$ cat config.mk
export PLATFORM = sky130hd
export DESIGN_NAME = local_inject_arbiter
export DESIGN_NICKNAME = d
export VERILOG_FILES = /design/src/rtl/local_inject_arbiter.sv
export SDC_FILE = /design/constraint.sdc
export NUM_CORES = 1
export LEC_CHECK = 0
export BUFFER_PORTS_ARGS = -buffer_cell sky130_fd_sc_hd__buf_4
export CELL_PAD_IN_SITES_DETAIL_PLACEMENT = 0
export CELL_PAD_IN_SITES_GLOBAL_PLACEMENT = 1
export CORE_UTILIZATION = 32
export CTS_CLUSTER_DIAMETER = 40
export CTS_CLUSTER_SIZE = 10
export DETAILED_ROUTE_END_ITERATION = 6
export GPL_TIMING_DRIVEN = 0
export PLACE_DENSITY = 0.85
export SLEW_MARGIN = 10
export SYNTH_ARGS = -nofsm -noshare
export SYNTH_HDL_FRONTEND = slang
export SYNTH_SLANG_ARGS = --single-unit
$ cat constraint.sdc
create_clock -name clk -period 3 [get_ports clk]
set_input_delay 0.15 -clock clk [delete_from_list [all_inputs] [get_ports clk]]
set_output_delay 0.15 -clock clk [all_outputs]
set_load 0.03 [all_outputs]
$ cat src/rtl/local_inject_arbiter.sv
// local_inject_arbiter
//   Purpose : round-robin share of one router Local input port among NUM_REQ
//             processing-element injectors. The winner's packet is latched and
//             the router grant is returned to the winner as a one-cycle pulse.
//             A timeout abandons a request that the router never grants.
//   Latency : request seen in IDLE -> ReqDnStr/PacketOut on the next edge;
//             GntDnStr -> GntUpStr on the next edge; 3 cycles minimum per packet.
//   Backpressure : DnStrFull blocks arbitration in IDLE only. UpStrFull is a
//             combinational copy of DnStrFull.
//   Ports   : clk, reset (sync, active-high)
//             ReqUpStr/PacketIn/GntUpStr/UpStrFull : injector side
//             ReqDnStr/PacketOut/GntDnStr/DnStrFull : router Local side
//             Owner, TimeoutErr, PktCount           : status
module local_inject_arbiter #(
  parameter int NUM_REQ     = 4,
  parameter int packetwidth = 56,
  parameter int TIMEOUT     = 1023
) (
  input  logic                           clk,
  input  logic                           reset,
  input  logic [NUM_REQ-1:0]             ReqUpStr,
  input  logic [NUM_REQ*packetwidth-1:0] PacketIn,
  output logic [NUM_REQ-1:0]             GntUpStr,
  output logic                           UpStrFull,
  output logic                           ReqDnStr,
  output logic [packetwidth-1:0]         PacketOut,
  input  logic                           GntDnStr,
  input  logic                           DnStrFull,
  output logic [2:0]                     Owner,
  output logic                           TimeoutErr,
  output logic [15:0]                    PktCount
);

  typedef enum logic [1:0] {S_IDLE, S_WAIT_GNT, S_RELEASE} state_t;

  localparam logic [15:0] TO_LAST = 16'(TIMEOUT - 1);

  state_t                   r_state, w_state_nxt;
  logic [2:0]               r_ptr, w_ptr_nxt;
  logic [15:0]              r_timer, w_timer_nxt;
  logic                     r_req_dn, w_req_dn_nxt;
  logic [NUM_REQ-1:0]       r_gnt_up, w_gnt_up_nxt;
  logic [packetwidth-1:0]   r_pkt_out, w_pkt_out_nxt;
  logic [2:0]               r_owner, w_owner_nxt;
  logic                     r_timeout_err, w_timeout_err_nxt;
  logic [15:0]              r_pkt_count, w_pkt_count_nxt;

  // Request and packet views padded to 8 entries so a 3-bit index always fits.
  logic [7:0]               w_req_ext;
  logic [packetwidth-1:0]   w_pkt_arr [8];
  logic [2:0]               w_winner;
  logic [2:0]               w_ptr_adv;
  logic                     w_to_hit;

  assign w_req_ext = 8'(ReqUpStr);

  for (genvar g = 0; g < 8; g++) begin : g_pkt
    if (g < NUM_REQ) begin : g_real
      assign w_pkt_arr[g] = PacketIn[g*packetwidth +: packetwidth];
    end else begin : g_pad
      assign w_pkt_arr[g] = '0;
    end
  end

  // Scan from the highest offset down so the lowest offset from ptr wins.
  always_comb begin
    w_winner = '0;
    for (int i = NUM_REQ - 1; i >= 0; i--) begin
      logic [3:0] w_sum;
      w_sum = {1'b0, r_ptr} + 4'(i);
      if (w_sum >= 4'(NUM_REQ)) w_sum = w_sum - 4'(NUM_REQ);
      if (w_req_ext[w_sum[2:0]]) w_winner = w_sum[2:0];
    end
  end

  // Pointer moves past the owner whether it was granted or timed out.
  assign w_ptr_adv = (r_owner == 3'(NUM_REQ - 1)) ? 3'd0 : r_owner + 3'd1;
  assign w_to_hit  = (TIMEOUT != 0) && (r_timer == TO_LAST);

  always_comb begin
    w_state_nxt       = r_state;
    w_ptr_nxt         = r_ptr;
    w_timer_nxt       = r_timer;
    w_req_dn_nxt      = r_req_dn;
    w_gnt_up_nxt      = r_gnt_up;
    w_pkt_out_nxt     = r_pkt_out;
    w_owner_nxt       = r_owner;
    w_timeout_err_nxt = r_timeout_err;
    w_pkt_count_nxt   = r_pkt_count;
    case (r_state)
      S_IDLE: begin
        if (!DnStrFull && (|ReqUpStr)) begin
          w_pkt_out_nxt = w_pkt_arr[w_winner];
          w_owner_nxt   = w_winner;
          w_req_dn_nxt  = 1'b1;
          w_timer_nxt   = '0;
          w_state_nxt   = S_WAIT_GNT;
        end
      end
      S_WAIT_GNT: begin
        // A grant on the timeout edge takes priority over the timeout.
        if (GntDnStr) begin
          w_req_dn_nxt    = 1'b0;
          w_gnt_up_nxt    = NUM_REQ'(8'b1 << r_owner);
          w_pkt_count_nxt = r_pkt_count + 16'd1;
          w_ptr_nxt       = w_ptr_adv;
          w_state_nxt     = S_RELEASE;
        end else if (w_to_hit) begin
          w_req_dn_nxt      = 1'b0;
          w_timeout_err_nxt = 1'b1;
          w_ptr_nxt         = w_ptr_adv;
          w_state_nxt       = S_RELEASE;
        end else begin
          w_timer_nxt = r_timer + 16'd1;
        end
      end
      S_RELEASE: begin
        // One idle cycle lets the granted injector drop its request.
        w_gnt_up_nxt      = '0;
        w_timeout_err_nxt = 1'b0;
        w_state_nxt       = S_IDLE;
      end
      default: w_state_nxt = S_IDLE;
    endcase
  end

  always_ff @(posedge clk) begin
    if (reset) begin
      r_state       <= S_IDLE;
      r_ptr         <= '0;
      r_timer       <= '0;
      r_req_dn      <= 1'b0;
      r_gnt_up      <= '0;
      r_pkt_out     <= '0;
      r_owner       <= '0;
      r_timeout_err <= 1'b0;
      r_pkt_count   <= '0;
    end else begin
      r_state       <= w_state_nxt;
      r_ptr         <= w_ptr_nxt;
      r_timer       <= w_timer_nxt;
      r_req_dn      <= w_req_dn_nxt;
      r_gnt_up      <= w_gnt_up_nxt;
      r_pkt_out     <= w_pkt_out_nxt;
      r_owner       <= w_owner_nxt;
      r_timeout_err <= w_timeout_err_nxt;
      r_pkt_count   <= w_pkt_count_nxt;
    end
  end

  assign UpStrFull  = DnStrFull;
  assign ReqDnStr   = r_req_dn;
  assign GntUpStr   = r_gnt_up;
  assign PacketOut  = r_pkt_out;
  assign Owner      = r_owner;
  assign TimeoutErr = r_timeout_err;
  assign PktCount   = r_pkt_count;

endmodule

Word-level counts from Yosys, hierarchy flattened. Index checks and enable logic that the tools add are counted.

Flip-flop bits (word level): 102. Input port bits: 232. Output and inout bits: 82. Word-level logic and storage cells: 94.

$add $sub $neg: 10. Magnitude comparators: 9. Equality and inequality tests: 10. Shift-type cells: 1. Mux-type cells: 39. Bitwise operators: 1. Reductions and logical operators: 15.

Operators with widths (count): 56-bit binary-select mux with 3-bit select (1); 56-bit 2-to-1 mux (2); 16-bit 2-to-1 mux (3); 3-bit 2-to-1 mux (11); 16-bit by 1-bit adder with 16-bit output (second input constant) (2); 16-bit one-hot mux with 2 select lines (1); 16-bit by 10-bit equality test with 1-bit output (second input constant) (1); 3-bit by 4-bit less-than comparator with 1-bit output (second input constant) (4); 1-bit binary-select mux with 3-bit select (4); 4-bit by 3-bit greater-or-equal comparator with 1-bit output (second input constant) (3); 3-bit subtractor (second input constant) (4); 2-bit inequality test (second input constant) (5); 2-bit AND reduction (5); 1-bit 2-to-1 mux (9); 3-bit by 2-bit adder with 4-bit output (second input constant) (2); 4-bit one-hot mux with 2 select lines (1); 2-bit 2-to-1 mux (3); 3-bit AND reduction (2); 2-bit nonzero test (3); 3-bit by 1-bit adder with 4-bit output (second input constant) (1); 4-bit greater-or-equal comparator (second input constant) (1); 4-bit 2-to-1 mux (1); 3-bit NOT with 4-bit output (1); 1-bit one-hot mux with 2 select lines (2); 13 further kinds (13).

Logic depth before layout (Yosys ltp).
Word-level depth: 13. Depth in mapped cells: 12. Mapped depth without buffers: 8.

Worst setup path after synthesis. No wires, ideal clock.

Kind: register to register. Start: reg r_ptr[0]. End: reg r_pkt_out[11], in the netlist PacketOut[11]. Setup time: 129 ps. Arrival: 2589 ps. Required time: 2871 ps. Path slack: 282 ps. Stages on the path, launching flop included: 12. Path buffers: 4. Clock period less this slack: 2718 ps. Path through: dfxtp_1 buf_2 inv_1 ha_1 buf_6 mux2_1 and4_1 o32ai_4 buf_6 buf_8 mux2i_1 o221ai_2.

Longest elaborated chain between the ends: 13.

Ends and longest elaborated chain: from (decl) (line 39) `logic [2:0] r_ptr, w_ptr_nxt;`; from (signal assigned) (line 140) `r_ptr <= w_ptr_nxt;`; 3-bit by 2-bit adder with 4-bit output (line 70) `w_sum = {1'b0, r_ptr} + 4'(i);`; 4-bit by 3-bit greater-or-equal comparator with 1-bit output or 3-bit subtractor (tied branches) (line 71) `if (w_sum >= 4'(NUM_REQ)) w_sum = w_sum - 4'(NUM_REQ);`; 3-bit 2-to-1 mux (line 71); 1-bit binary-select mux with 3-bit select (line 72) `if (w_req_ext[w_sum[2:0]]) w_winner = w_sum[2:0];`; 1-bit 2-to-1 mux (implied by the code) (line 72); 3-bit 2-to-1 mux (3 in a row) (line 72); 3-bit 2-to-1 mux * (line 72); 3-bit NOT with 4-bit output (implied by the code) * (line 93) `w_pkt_out_nxt = w_pkt_arr[w_winner];`; 56-bit binary-select mux with 3-bit select * (line 93); 56-bit 2-to-1 mux (implied by the code) * (2 in a row) (line 93); to (signal assigned) (line 144) `r_pkt_out <= w_pkt_out_nxt;`; to (decl) (line 43) `logic [packetwidth-1:0] r_pkt_out, w_pkt_out_nxt;`.

Mark *: on every way between the ends. The rest lies on a longest branch, timed or not. The select of a mux whose other input is x is not followed. A chain may end at the register's enable or synchronous reset.

Worst setup path in the final report.
Start: reg r_ptr[0]. End: reg r_pkt_out[39], in the netlist PacketOut[39].

The elaborated chain is that of the path after synthesis.

==> flow_metrics.tcl <==
set metrics [dict create \
    status "finished clean" \
    worst_hold_slack_ns 0.0522 \
    async_reset_ff_share_pct 0 \
    power.total_uw 4160 \
    wl_per_cell_um 17.3 \
    relSlewSlack_pct 54.5 \
    synth_edf_count 0 \
    viasPerCell 4.95 \
    cts-htree-levels 3 \
    tns_ns 0 \
    clockBufferDepth 2 \
    ios 314 \
    synth_top_area_cell "dfxtp_1" \
    power.density_nw_per_um2 471 \
    max_stage_delay_ns 0.51 \
    core_area_um2 17400 \
    yosysWarnings 0 \
    drt_iter0_markers 261 \
    cts_tree "done" \
    seq_area_frac_synth_pct 35.8 \
    route.detailed.drc 0 \
    gr-total-overflow 0 \
    place_congestion 0.854 \
    grt_pass1_wl_mm 28.9 \
    num_vias 5686 \
    clk_latency_ns 0.36 \
    fp.dieW_um 136 \
    period_minus_slack_ns 2.85 \
    antenna_left 0 \
    syn_inst 595 \
    clockPowerShare_pct 29.7 \
    ir_drop_mv 0.271 \
    power_switching_uw 1340 \
    initial_core_util_pct 32.9 \
    slowest_stage "mux4_2" \
    die_h_um 136 \
    finalHoldViolCount 0 \
    worst_pin_slew_ns 0.676 \
    ys_types 48 \
    avgSynthCellArea_um2 9.60 \
    drt-pass1-iter-count 4 \
    cts_root_buf "clkbuf_16" \
    endpoint_kind "register" \
    clock_skew_ns 0.0102 \
    layout-drive-gt1-share_pct 44.0 \
    seq_power_share_pct 36.3 \
    rrSetupSlack_ns 0.15 \
    power_switching_share_pct 32.1 \
    hold_buffers 0 \
    cp.arrival_ns 3.14 \
    pwr-share-comb_pct 33.9 \
    drv_cap 0 \
    r2r_end "PacketOut[39]" \
    worstPathRequired_ns 3.29 \
    dp_slack_ns -0.234 \
    synth_seq_cells 102 \
    antenna_found_initial 0 \
    numPortBuffers 311 \
    syn_nets 836 \
    rsz0062_at_grt "true" \
    cp-start-kind "register" \
    rows 48 \
    final_max_slew_viol_count 0 \
    dp_hpwl_mm 15.7 \
    routed_wl_mm 19.8 \
    grt_start_max_net_pins 19 \
    dieArea_um2 18400 \
    grt_use_total_pct 20.6 \
    internal_power_uw 2820 \
    clk_pin_slew_worst_paths_ns 0.08 \
    reg2reg_from "r_ptr[0]" \
    n_antenna_cell 0 \
    hp-class "input pin to register" \
    worstSetupPathType "register to register" \
    num-fill-cells 1685 \
    min_to "PacketOut[0]" \
    synth_flop_cell "dfxtp_1" \
    whs_path_depth 3 \
    leakage_uw 0.00385 \
    grt_pass1_vias 5319 \
    reg2reg_depth 12 \
    setup_ws_ns 0.149 \
    hp-start "PacketIn[112]" \
    synth_area_um2 5710 \
    post-route-period-util_pct 95.0 \
    setup_violations 0 \
    max_freq_ghz 0.351 \
    cts_num_sinks 102 \
    crit_fanout 10 \
    path_cells "buf_4 > inv_1 > ha_1 > buf_6 > mux4_2 > a22oi_1 > o31a_1 > o211ai_1 > clkbuf_4 > buf_2 > a2bb2oi_1 > o21ai_1" \
    synth_top_area_share_pct 35.8 \
    numCtsBuffers 9 \
    synthTopCellsByArea "dfxtp_1 (36%), mux2i_1 (21%), a2bb2oi_1 (5.5%), o221ai_2 (5.3%), o21ai_1 (3.3%)" \
    area_delta_synth_final_pct 54.7 \
    nNetsFinal 1159 \
]
## state kept, by name, summed over array words and instances (netlist names)
name,count
PktCount,16
TimeoutErr,1
GntUpStr,4
PacketOut,56
r_ptr,3
r_state,2
ReqDnStr,1
r_timer,16
Owner,3
## final cells by class
cell class	count	area (µm²)	share of cell area, %
inverter	10	37.5	0.425
tap	225	282	3.19
clock buffer	9	225	2.55
multi-input combinational	437	3460	39.2
clock inverter	7	81.3	0.921
sequential	102	2040	23.1
buffer	46	352	3.98
timing repair buffer	312	2350	26.7
## kinds of logic (layout without fill, tap and decap cells)
family | Yosys count | count (layout) | share of synthesized area [%]
simple gates | 143 | 143 | 11.7
flops | 102 | 102 | 35.8
mux | 121 | 121 | 21.5
fa+ha+maj | 9 | 9 | 1.97
xor+xnor | 23 | 23 | 3.53
compound gates | 141 | 141 | 19.7
buf+inv | 56 | 384 | 5.81
## per-stage QoR
stage | instance area [µm²] | utilization (%) | cells
after floorplan | 5710 | - | 595
after global placement | 8330 | 48.0 | 1131
after detailed placement | 8330 | 48.0 | 1131
after CTS | 8670 | 50.0 | 1148
after global routing | 8830 | 50.9 | 1148
final | 8830 | 50.9 | 1148
## cell usage in the layout, fill, tap and decap left out, drive strengths merged, types with 2 or more instances in the layout
| cell | n |
|---|---|
| inv | 12 |
| nand3 | 10 |
| o32ai | 2 |
| o221ai | 20 |
| buf | 339 |
| xnor2 | 15 |
| nor2b | 4 |
| o21ai | 43 |
| ha | 9 |
| mux2 | 2 |
| nor3 | 5 |
| or4 | 3 |
| xor2 | 8 |
| and3 | 4 |
| nand2 | 45 |
| nand4 | 5 |
| o31a | 2 |
| mux2i | 118 |
| a2bb2oi | 36 |
| and4 | 3 |
| dfxtp | 102 |
| a211oi | 9 |
| nand2b | 4 |
| clkinv | 3 |
| nor2 | 45 |
| or3 | 7 |
| clkbuf | 28 |
| a22oi | 6 |
| a21oi | 17 |
| and2 | 4 |
## power by group through the flow
stage                     Sequential [µW]  Clock (µW)  Combinational, µW
after floorplan                      1720           0                604
after global placement               1540           0               1320
after detailed placement             1540           0               1330
after CTS                            1510        1270               1350
after global routing                 1520        1330               1500
final                                1510        1230               1410
## Yosys cell counts (8+ instances only)
cell type	number
a211oi_1	9
a21oi_1	17
a2bb2oi_1	36
buf_2	12
clkbuf_1	16
dfxtp_1	102
ha_1	9
inv_1	10
mux2i_1	118
nand2_1	45
nand3_1	10
nor2_1	45
o21ai_1	38
o221ai_2	20
xnor2_1	15
xor2_1	8
## repair_timing
action                                  CTS  global route
buffers inserted                          1             0
pin swaps                                 1             0
resized for setup                         7            39
endpoints found under the setup margin   53            55
## worst max-delay path by stage
stage                     to  startpoint  slack (ns)
6_report       PacketOut[39]    r_ptr[0]        0.15
5_1_grt        PacketOut[53]    r_ptr[0]       -0.03
4_1_cts         PacketOut[7]    r_ptr[0]        0.03
3_5_place_dp    PacketOut[4]    r_ptr[0]       -0.23
3_3_place_gp    PacketOut[4]    r_ptr[0]       -0.22
2_1_floorplan  PacketOut[11]    r_ptr[0]        0.28
## critical path, delay by kind of cell (launching register included)
kind | cells | cell delay [ns]
flops | 1 | 0.36
mux | 1 | 0.51
fa+ha+maj | 1 | 0.29
compound gates | 5 | 0.75
buf+inv | 5 | 0.89
## metal layers
layer	track usage (%)	vias to the layer above	share of wire, %
met5	0	-	0
met4	6.87	0	1.5
met3	4.38	23	6.7
met2	35.0	209	50
met1	25.7	2628	42
li1	-	2826	-
Note: power is estimated with default switching activity, not from simulation.
